File: config.mk
export PLATFORM = sky130hd
export DESIGN_NAME = alu_exec_unit
export DESIGN_NICKNAME = d
export VERILOG_FILES = /design/src/rtl/alu_pkg.sv /design/src/rtl/alu_mul_iter.sv /design/src/rtl/alu_exec_unit.sv
export SDC_FILE = /design/constraint.sdc
export NUM_CORES = 1
export LEC_CHECK = 0
export CAP_MARGIN = 0
export CORE_ASPECT_RATIO = 1.2
export CORE_MARGIN = 2
export CORE_UTILIZATION = 33
export CTS_BUF_LIST = sky130_fd_sc_hd__clkbuf_2
export CTS_CLUSTER_SIZE = 30
export DETAILED_ROUTE_END_ITERATION = 16
export SLEW_MARGIN = 10
export SYNTH_ARGS = -nofsm -noshare
export SYNTH_HDL_FRONTEND = slang
export SYNTH_HIERARCHICAL = 1
export SYNTH_SLANG_ARGS = --single-unit
File: constraint.sdc
create_clock -name clk -period 2.66 [get_ports clk]
set_input_delay 0.266 -clock clk [delete_from_list [all_inputs] [get_ports clk]]
set_output_delay 0.266 -clock clk [all_outputs]
set_load 0.02 [all_outputs]
File: src/rtl/alu_pkg.sv
`default_nettype none
// ============================================================================
// Module      : alu_pkg
// Description : Shared opcode encodings, the execution FSM state type, the
//               writeback-tag flop width and the overflow helper for the
//               ALU execution unit.
// Revision    : 1.0 - initial release
// ============================================================================
package alu_pkg;

    // Opcode encodings carried on cop
    localparam logic [3:0] c_OP_ADD  = 4'b0000;
    localparam logic [3:0] c_OP_SUB  = 4'b0001;
    localparam logic [3:0] c_OP_AND  = 4'b0010;
    localparam logic [3:0] c_OP_ADDI = 4'b0011;
    localparam logic [3:0] c_OP_OR   = 4'b0100;
    localparam logic [3:0] c_OP_XOR  = 4'b0101;
    localparam logic [3:0] c_OP_SHL  = 4'b0110;
    localparam logic [3:0] c_OP_SHR  = 4'b0111;
    localparam logic [3:0] c_OP_MUL  = 4'b1000;

    // Flag bits stored next to the destination address in every tag flop
    // (currently only the write-enable bit).
    localparam int c_TAG_FLAG_W = 1;

    // Execution FSM states
    typedef enum logic [1:0] {
        IDLE     = 2'd0,
        MUL_RUN  = 2'd1,
        MUL_DONE = 2'd2
    } alu_state_t;

    // Two's-complement overflow of an addition given the sign bits of both
    // addends and of the sum. Subtraction passes the inverted subtrahend sign.
    function automatic logic addOvf(input logic aMsb, input logic bMsb, input logic sMsb);
        return (aMsb == bMsb) && (sMsb != aMsb);
    endfunction

endpackage
`default_nettype wire

File: src/rtl/alu_mul_iter.sv
`default_nettype none
// ============================================================================
// Module      : alu_mul_iter
// Description : Iterative unsigned shift-add multiplier. The first partial
//               product is accumulated on the start edge, the remaining
//               DATA_W-1 on the following enabled edges. done is high in the
//               cycle whose edge applies the final iteration, so product is
//               complete from the next cycle on.
//               Present only when the macro ALU_MUL_EN is defined.
// Revision    : 1.0 - initial release
// ============================================================================
`ifdef ALU_MUL_EN
module alu_mul_iter #(
    parameter int DATA_W = 16
) (
    input  logic                  clk,
    input  logic                  reset,
    input  logic                  enable,
    input  logic                  start,
    input  logic [DATA_W-1:0]     opA,
    input  logic [DATA_W-1:0]     opB,
    output logic                  done,
    output logic [2*DATA_W-1:0]   product
);

    localparam int                 c_CNT_W = $clog2(DATA_W + 1);
    localparam logic [c_CNT_W-1:0] c_LAST  = c_CNT_W'(DATA_W - 1);

    logic [2*DATA_W-1:0] r_acc;
    logic [2*DATA_W-1:0] r_mcand;
    logic [DATA_W-1:0]   r_mplier;
    logic [c_CNT_W-1:0]  r_cnt;
    logic                r_run;

    // Accumulate one multiplier bit per enabled edge; enable low freezes all
    always_ff @(posedge clk) begin
        if (!reset) begin
            r_acc    <= '0;
            r_mcand  <= '0;
            r_mplier <= '0;
            r_cnt    <= '0;
            r_run    <= 1'b0;
        end else if (enable) begin
            if (start) begin
                r_acc    <= opB[0] ? {{DATA_W{1'b0}}, opA} : '0;
                r_mcand  <= {{(DATA_W-1){1'b0}}, opA, 1'b0};
                r_mplier <= opB >> 1;
                r_cnt    <= c_CNT_W'(1);
                r_run    <= 1'b1;
            end else if (r_run) begin
                if (r_mplier[0]) begin
                    r_acc <= r_acc + r_mcand;
                end
                r_mcand  <= r_mcand << 1;
                r_mplier <= r_mplier >> 1;
                r_cnt    <= r_cnt + 1'b1;
                if (r_cnt == c_LAST) begin
                    r_run <= 1'b0;
                end
            end
        end
    end

    assign done    = r_run && (r_cnt == c_LAST);
    assign product = r_acc;

endmodule
`endif
`default_nettype wire

File: src/rtl/alu_exec_unit.sv
`default_nettype none
// ============================================================================
// Module      : alu_exec_unit
// Description : Single-issue ALU execution stage with valid/ready handshakes
//               on both sides. Single-cycle ops have latency 1 and sustain
//               one op per cycle; MUL runs iteratively for DATA_W cycles.
//               Macro ALU_MUL_EN: defined -> iterative multiplier and FSM are
//               built; undefined -> opcode 1000 yields 0 like any unused op.
// Revision    : 1.0 - initial release
// ============================================================================
module alu_exec_unit
    import alu_pkg::*;
#(
    parameter int DATA_W = 16,
    parameter int ADR_W  = 3,
    parameter int IMM_W  = 9
) (
    input  logic              clk,
    input  logic              reset,
    input  logic              enable,
    input  logic              in_valid,
    output logic              in_ready,
    input  logic [DATA_W-1:0] regA,
    input  logic [DATA_W-1:0] regB,
    input  logic [IMM_W-1:0]  imm,
    input  logic [3:0]        cop,
    input  logic [ADR_W-1:0]  destReg_adr,
    input  logic              we,
    output logic              out_valid,
    input  logic              out_ready,
    output logic [DATA_W-1:0] alu_result,
    output logic              OVF,
    output logic [ADR_W-1:0]  destReg_adr_output,
    output logic              we_output,
    output logic              busy
);

    localparam int c_MSB   = DATA_W - 1;
    localparam int c_SH_W  = $clog2(DATA_W);
    localparam int c_TAG_W = ADR_W + c_TAG_FLAG_W;

    logic                r_outValid;
    logic [DATA_W-1:0]   r_result;
    logic                r_ovf;
    logic [c_TAG_W-1:0]  r_tag;

    logic                w_outFree;
    logic                w_accept;
    logic                w_singleLoad;
    logic                w_mulLoad;
    logic [DATA_W-1:0]   w_mulResult;
    logic                w_mulOvf;
    logic [c_TAG_W-1:0]  w_mulTag;
    logic [DATA_W-1:0]   w_immExt;
    logic [c_SH_W-1:0]   w_shAmt;
    logic [DATA_W-1:0]   w_res;
    logic                w_ovf;

    // Output register can take a new value when empty or being drained
    assign w_outFree = ~r_outValid | out_ready;
    assign w_accept  = in_valid & in_ready;
    assign w_immExt  = DATA_W'(imm);
    assign w_shAmt   = regB[c_SH_W-1:0];

    // Single-cycle datapath: result and overflow for the offered opcode
    always_comb begin
        w_res = '0;
        w_ovf = 1'b0;
        case (cop)
            c_OP_ADD: begin
                w_res = regA + regB;
                w_ovf = addOvf(regA[c_MSB], regB[c_MSB], w_res[c_MSB]);
            end
            c_OP_SUB: begin
                w_res = regA - regB;
                w_ovf = addOvf(regA[c_MSB], ~regB[c_MSB], w_res[c_MSB]);
            end
            c_OP_AND:  w_res = regA & regB;
            c_OP_ADDI: begin
                w_res = regA + w_immExt;
                w_ovf = addOvf(regA[c_MSB], w_immExt[c_MSB], w_res[c_MSB]);
            end
            c_OP_OR:   w_res = regA | regB;
            c_OP_XOR:  w_res = regA ^ regB;
            c_OP_SHL:  w_res = regA << w_shAmt;
            c_OP_SHR:  w_res = regA >> w_shAmt;
            default:   ;
        endcase
    end

`ifdef ALU_MUL_EN
    alu_state_t          r_state;
    alu_state_t          w_nextState;
    logic                w_mulStart;
    logic                w_mulDone;
    logic [2*DATA_W-1:0] w_product;
    logic [c_TAG_W-1:0]  r_pendTag;

    assign in_ready     = enable & (r_state == IDLE) & w_outFree;
    assign busy         = (r_state != IDLE);
    assign w_mulStart   = w_accept & (cop == c_OP_MUL);
    assign w_singleLoad = w_accept & (cop != c_OP_MUL);
    assign w_mulLoad    = enable & (r_state == MUL_DONE) & w_outFree;
    assign w_mulResult  = w_product[DATA_W-1:0];
    assign w_mulOvf     = |w_product[2*DATA_W-1:DATA_W];
    assign w_mulTag     = r_pendTag;

    // Next-state logic for the multiply sequencing
    always_comb begin
        w_nextState = r_state;
        case (r_state)
            IDLE:     if (w_mulStart) w_nextState = MUL_RUN;
            MUL_RUN:  if (w_mulDone)  w_nextState = MUL_DONE;
            MUL_DONE: if (w_outFree)  w_nextState = IDLE;
            default:  w_nextState = IDLE;
        endcase
    end

    // FSM state register, frozen while enable is low
    always_ff @(posedge clk) begin
        if (!reset) begin
            r_state <= IDLE;
        end else if (enable) begin
            r_state <= w_nextState;
        end
    end

    // Writeback tags travel with the multiply until its result is loaded
    always_ff @(posedge clk) begin
        if (!reset) begin
            r_pendTag <= '0;
        end else if (w_mulStart) begin
            r_pendTag <= {destReg_adr, we};
        end
    end

    alu_mul_iter #(
        .DATA_W (DATA_W)
    ) u_mul (
        .clk     (clk),
        .reset   (reset),
        .enable  (enable),
        .start   (w_mulStart),
        .opA     (regA),
        .opB     (regB),
        .done    (w_mulDone),
        .product (w_product)
    );
`else
    assign in_ready     = enable & w_outFree;
    assign busy         = 1'b0;
    assign w_singleLoad = w_accept;
    assign w_mulLoad    = 1'b0;
    assign w_mulResult  = '0;
    assign w_mulOvf     = 1'b0;
    assign w_mulTag     = '0;
`endif

    // Output register: load a new result, or drain on handshake
    always_ff @(posedge clk) begin
        if (!reset) begin
            r_outValid <= 1'b0;
            r_result   <= '0;
            r_ovf      <= 1'b0;
            r_tag      <= '0;
        end else if (enable) begin
            if (w_singleLoad) begin
                r_outValid <= 1'b1;
                r_result   <= w_res;
                r_ovf      <= w_ovf;
                r_tag      <= {destReg_adr, we};
            end else if (w_mulLoad) begin
                r_outValid <= 1'b1;
                r_result   <= w_mulResult;
                r_ovf      <= w_mulOvf;
                r_tag      <= w_mulTag;
            end else if (out_ready) begin
                r_outValid <= 1'b0;
            end
        end
    end

    assign out_valid          = r_outValid;
    assign alu_result         = r_result;
    assign OVF                = r_ovf;
    assign destReg_adr_output = r_tag[c_TAG_W-1:c_TAG_FLAG_W];
    assign we_output          = r_tag[0];

endmodule
`default_nettype wire

# Word level (Yosys, flattened, before mapping)
# Cells that the tools add are included.
# totals
out_inout_bits	24
word_cells	41
ff_bits	22
in_bits	54
# classes
n_shift	2
n_reduce_logical	7
addsub	3
muxes	4
bitwise	9
eq_ne	12
# op_table
operator	count
one-hot mux 16 bit (8 select lines)	1
adder 16 bit	1
adder 16 x 9 -> 16 bit	1
AND 16 bit	1
== test 4 x 3 -> 1 bit, second input constant	4
bitwise OR 16 bit	1
left shift 16 x 4 -> 16 bit	1
right shift 16 x 4 -> 16 bit	1
subtractor 16 bit	1
bitwise XOR 16 bit	1
== test 4 x 2 -> 1 bit, second input constant	2
== test 4 x 1 -> 1 bit, second input constant	1
logical NOT 4 bit	1
AND reduction 2 bit	2
logical AND 1 bit	3
!= test 1 bit	3
inverter 1 bit	3
one-hot mux 1 bit (3 select lines)	1
AND 1 bit	2
== test 1 bit	2
two-way mux 1 bit	2
nonzero test 2 bit	1
bitwise OR 1 bit	1

# Longest topological paths before layout
# depth
depth_word	6
mapped_depth	14
depth_no_buf	14

# Worst setup path after synthesis
# Ideal clock, no wire load.
# synth_timing
path_kind	in2reg
start	input regB[2]
end	register r_ovf (netlist: OVF)
t_required_ns	2.536
path_stages	12
path_slack_ns	-0.227
arrival_time_ns	2.763
path_cell_list	clkbuf_1 -> clkinv_1 -> clkbuf_1 -> ha_1 -> nor2_1 -> a221oi_1 -> a211o_1 -> o21ai_1 -> o221ai_2 -> xnor2_1 -> a221oi_1 -> o22ai_1
# synth_between
elab_chain_cells	4
# synth_rtl
element	line	text
start: declaration	alu_exec_unit.sv:24	input logic [DATA_W-1:0] regB,
subtractor 16 bit / adder 16 bit (equally long branches)	alu_exec_unit.sv:75, alu_exec_unit.sv:71	
!= test 1 bit	alu_pkg.sv:36	return (aMsb == bMsb) && (sMsb != aMsb);
logical AND 1 bit	alu_pkg.sv:36	
one-hot mux 1 bit (3 select lines) *	alu_exec_unit.sv:69	case (cop)
end signal: assignment	alu_exec_unit.sv:170	r_ovf <= w_ovf;
end signal: assignment	alu_exec_unit.sv:175	r_ovf <= w_mulOvf;
end: declaration	alu_exec_unit.sv:44	logic r_ovf;
# Every way passes the cells marked *; elsewhere a longest branch is shown, timed or not.
# A chain may end at the register's enable or synchronous reset.

# Worst setup path in the final report
# layout_timing
start	input regB[0]
end	register r_result[15] (netlist: alu_result[15])
# layout_between
elab_chain_cells	2
# layout_rtl
element	line	text
subtractor 16 bit (tied with other cells)	alu_exec_unit.sv:75	w_res = regA - regB;
one-hot mux 16 bit (8 select lines) *	alu_exec_unit.sv:69	
end signal: assignment	alu_exec_unit.sv:169	r_result <= w_res;
end signal: assignment	alu_exec_unit.sv:174	r_result <= w_mulResult;
end: declaration	alu_exec_unit.sv:43	logic [DATA_W-1:0] r_result;
# Marks and branches as above.

==> summary.txt <==
Critical path
  • Flop-to-flop setup slack: 0.51 ns
  • CP Class: primary input to flop
  • Worst R2R Path Depth: 8
  • Worst path slowest cell: clkdlybuf4s50_1
  • FF-to-FF End: alu_result[7]$_SDFFE_PN0P_
  • Worst EP arrival: 3.01 ns
  • CP endpoint kind: flop
  • CP dominant cell by count: buf_4
  • CP max stage delay: 0.43 ns
  • Worst r2r src: out_valid$_SDFFE_PN0P_
  • Critical Path Start Type: primary input
  • Crit-path cells: clkdlybuf4s50_1 -> buf_4 -> ha_1 -> buf_4 -> a21o_1 -> nand4_1 -> a21oi_4 -> o41ai_4 -> o31ai_4 -> a311o_1 -> a221o_1 -> nand3_1
  • Critical path required time: 3.04 ns
  • CP max FO: 3

Global route
  • Number of global-route vias before repair: 6,304
  • GRT met1 Usage: 0.309
  • GRT Residual Overflow: 0
  • Largest net degree at the start of global routing: 41
  • Initial antenna violation count: 0
  • Global-route usage over all layers: 0.262
  • GRT met3 Usage: 0.0198
  • Gr busiest metal: met2
  • Met2 Resource Use GR: 0.465
  • First-pass GRT wire length: 34.3 mm

Timing
  • RSZ-0062 raised after global routing: yes
  • Hold Slack: 0.379 ns
  • Final setup viols: 0
  • Hold Vio Cnt, Final: 0
  • Worst Skew: 0.0101 ns
  • Minimum clock period: 2.62 ns
  • Worst Max-Slew Pin Slew: 0.520 ns
  • Final slew viol count: 0
  • Period utilization: 0.986
  • Slew margin rel.: 0.651
  • Fmax: 0.381 GHz

Final layout
  • # fillers: 1,607
  • Most common cell after layout, fill and taps aside: buf_4
  • Diodes inserted: 0
  • Area occupied by multi-input gates: 0.00441 sq mm
  • Most frequent cells in the layout: 188 x buf_4, 84 x nor2_1, 59 x clkdlybuf4s50_1
  • Final nets: 1,055
  • Layout cell share with drive strength beyond 1: 0.266
  • Seq. cell area: 440 sq um
  • Layout area overhead: 47.0%

Pwr
  • Psw: 0.850 mW
  • Clk pwr share: 0.140
  • Overall power: 1.97 mW
  • Power share of the sequential group: 0.181
  • Sw Share: 0.432
  • Power Density: 260 mW/mm^2
  • Logic pwr share: 0.679
  • Total internal power: 1.12 mW
  • Pleak: 3.39 nW
  • Max VDD drop: 170 uV

Placed design
  • HPWL after DPL: 18.1 mm
  • GP Congestion: 0.963
  • Buffers on Ports: 76

Synthesis
  • Multiplexer share of the synthesized area: 0.0941
  • Distinct cells, synth: 82
  • Post-synthesis simple-gate area fraction: 0.231
  • Primary FF master, synth: dfxtp_1
  • Netlist Area Pre-Place: 0.00514 sq mm
  • Seq/Total Area, Yosys: 0.0856
  • Post-synthesis sequential element count: 22
  • Async set-reset flop share out of synthesis: 0
  • Largest family of logic cells by synthesized area: compound AO/OA/AOI/OAI gates
  • Synth Area in Adders: 0.167
  • Post-synthesis compound-gate area fraction: 0.291
  • Post-Syn Nets: 833
  • Syn_area_per_cell: 7.23 sq um
  • Post-synth EDFFs: 0
  • Cell count after synthesis: 712
  • Yosys Warn Count: 6
  • XOR/XNOR Fraction of Synth Area: 0.0375

Hold path
  • Hold Crit Start: we
  • Hold crit path type: primary input to flop
  • Hold path cells: 3
  • Hold Path Sink: r_tag[0]$_SDFFE_PN0P_

Flow run
  • Max_cap viols: 0

Clock tree
  • Clk root buf: clkbuf_2
  • Clock Sinks: 22
  • Clock transition at path regs: 0.31 ns
  • Clk_lat worst skew: 0.40 ns
  • Clock tree buffer depth: 2
  • CTS tree: yes
  • H-Tree Depth: 1
  • Num CTS Buffers: 3

Floorplanning
  • Die height: 141 um
  • Core Area: 0.0155 sq mm
  • Row cnt: 50
  • Die X: 118 um
  • Die area: 0.0166 sq mm
  • Initial core utilization: 0.333
  • Num ports: 78

Detailed routing
  • Initial DRT Pass Iterations: 7
  • Vias: 6,301
  • Detail Route Antenna Nets: 0
  • Initial DRC count: 594
  • Vias per cell: 5.52
  • Average routed wire per standard cell: 19.2 um
  • Post-Route WL: 21.9 mm
  • DR DRC count: 0

Run status
  • Status: finished clean
[cell families (layout without fill, tap and decap cells)]
logic type | count (synthesis) | after routing
compound gates | 215 | 215
other cells | 1 | 1
xor+xnor | 22 | 22
flops | 22 | 22
mux | 39 | 39
buf+inv | 103 | 324
fa+ha+maj | 67 | 67
simple gates | 243 | 243
[worst max path at each step]
stage,slack [ns],depth (start not counted),end,from
6_report,0.04,12,alu_result[15]$_SDFFE_PN0P_,regB[0]
5_1_grt,-0.05,12,alu_result[15]$_SDFFE_PN0P_,regB[0]
4_1_cts,0.008,14,alu_result[15]$_SDFFE_PN0P_,regA[5]
3_5_place_dp,-0.70,16,alu_result[15]$_SDFFE_PN0P_,regA[1]
3_3_place_gp,-0.63,16,alu_result[15]$_SDFFE_PN0P_,regA[1]
2_1_floorplan,0.006,14,alu_result[15]$_SDFFE_PN0P_,regA[4]
[synth_stat cells (13+ instances only)]
cell,count,area share
mux2i_1,27,0.053
dfxtp_1,22,0.086
nor3_1,25,0.024
clkbuf_1,20,0.015
a221oi_1,13,0.022
nand3_1,28,0.027
a21oi_1,45,0.044
nand2_1,44,0.032
nor2_1,84,0.061
ha_1,64,0.16
o21ai_0,38,0.037
xnor2_1,21,0.036
inv_1,48,0.035
[critical path: cells and delay by family]
family / cells / cell delay (ns)
buffers and inverters: 3 / 0.72
AOI/OAI and AO/OA: 6 / 1.58
adders and majority gates: 1 / 0.18
and+or+nand+nor: 2 / 0.26
[through the flow]
step | utilization | instances | setup WS (ns) | area [sq um] | TNS, ns
after floorplan | - | 712 | 0.00568 | 5170 | 0
after global placement | 0.476 | 1136 | -0.625 | 7350 | -5.84
final | 0.489 | 1141 | 0.0370 | 7560 | 0
after detailed placement | 0.476 | 1136 | -0.697 | 7350 | -6.36
after CTS | 0.485 | 1141 | 0.00817 | 7490 | 0
after global routing | 0.489 | 1141 | -0.0479 | 7560 | -0.0479
[power groups by stage]
stage / combinational, mW / clock, mW / sequential, mW
after floorplan: 0.663 / 0 / 0.380
after global placement: 1.27 / 0 / 0.361
after detailed placement: 1.28 / 0 / 0.361
after CTS: 1.31 / 0.280 / 0.356
after global routing: 1.44 / 0.292 / 0.358
final: 1.34 / 0.276 / 0.356
[flip-flops by register name, indices dropped and copies added (netlist names)]
name        flops
alu_result     16
r_tag           4
OVF             1
out_valid       1
[routing by layer]
| metal | part of all wire | wire length (um) |
|---|---|---|
| met1 | 0.41 | 9040 |
| met2 | 0.48 | 10600 |
| met3 | 0.041 | 889 |
| met4 | 0.064 | 1410 |
| met5 | 0 | 0 |
[cell type report]
cell class / count / area share
sequential: 22 / 0.0582
clock buffer: 3 / 0.00199
tap: 208 / 0.0344
inverter: 52 / 0.0260
timing repair buffer: 268 / 0.292
clock inverter: 1 / 0.00397
multi-input combinational: 587 / 0.583
[what timing repair did]
item | CTS | global route
hold buffers | 0 | 0
buffers inserted | 2 | 0
pin swaps | 21 | 7
setup endpoints to repair | 6 | 7
resized for setup | 34 | 13
(Power assumes the default switching activity.)
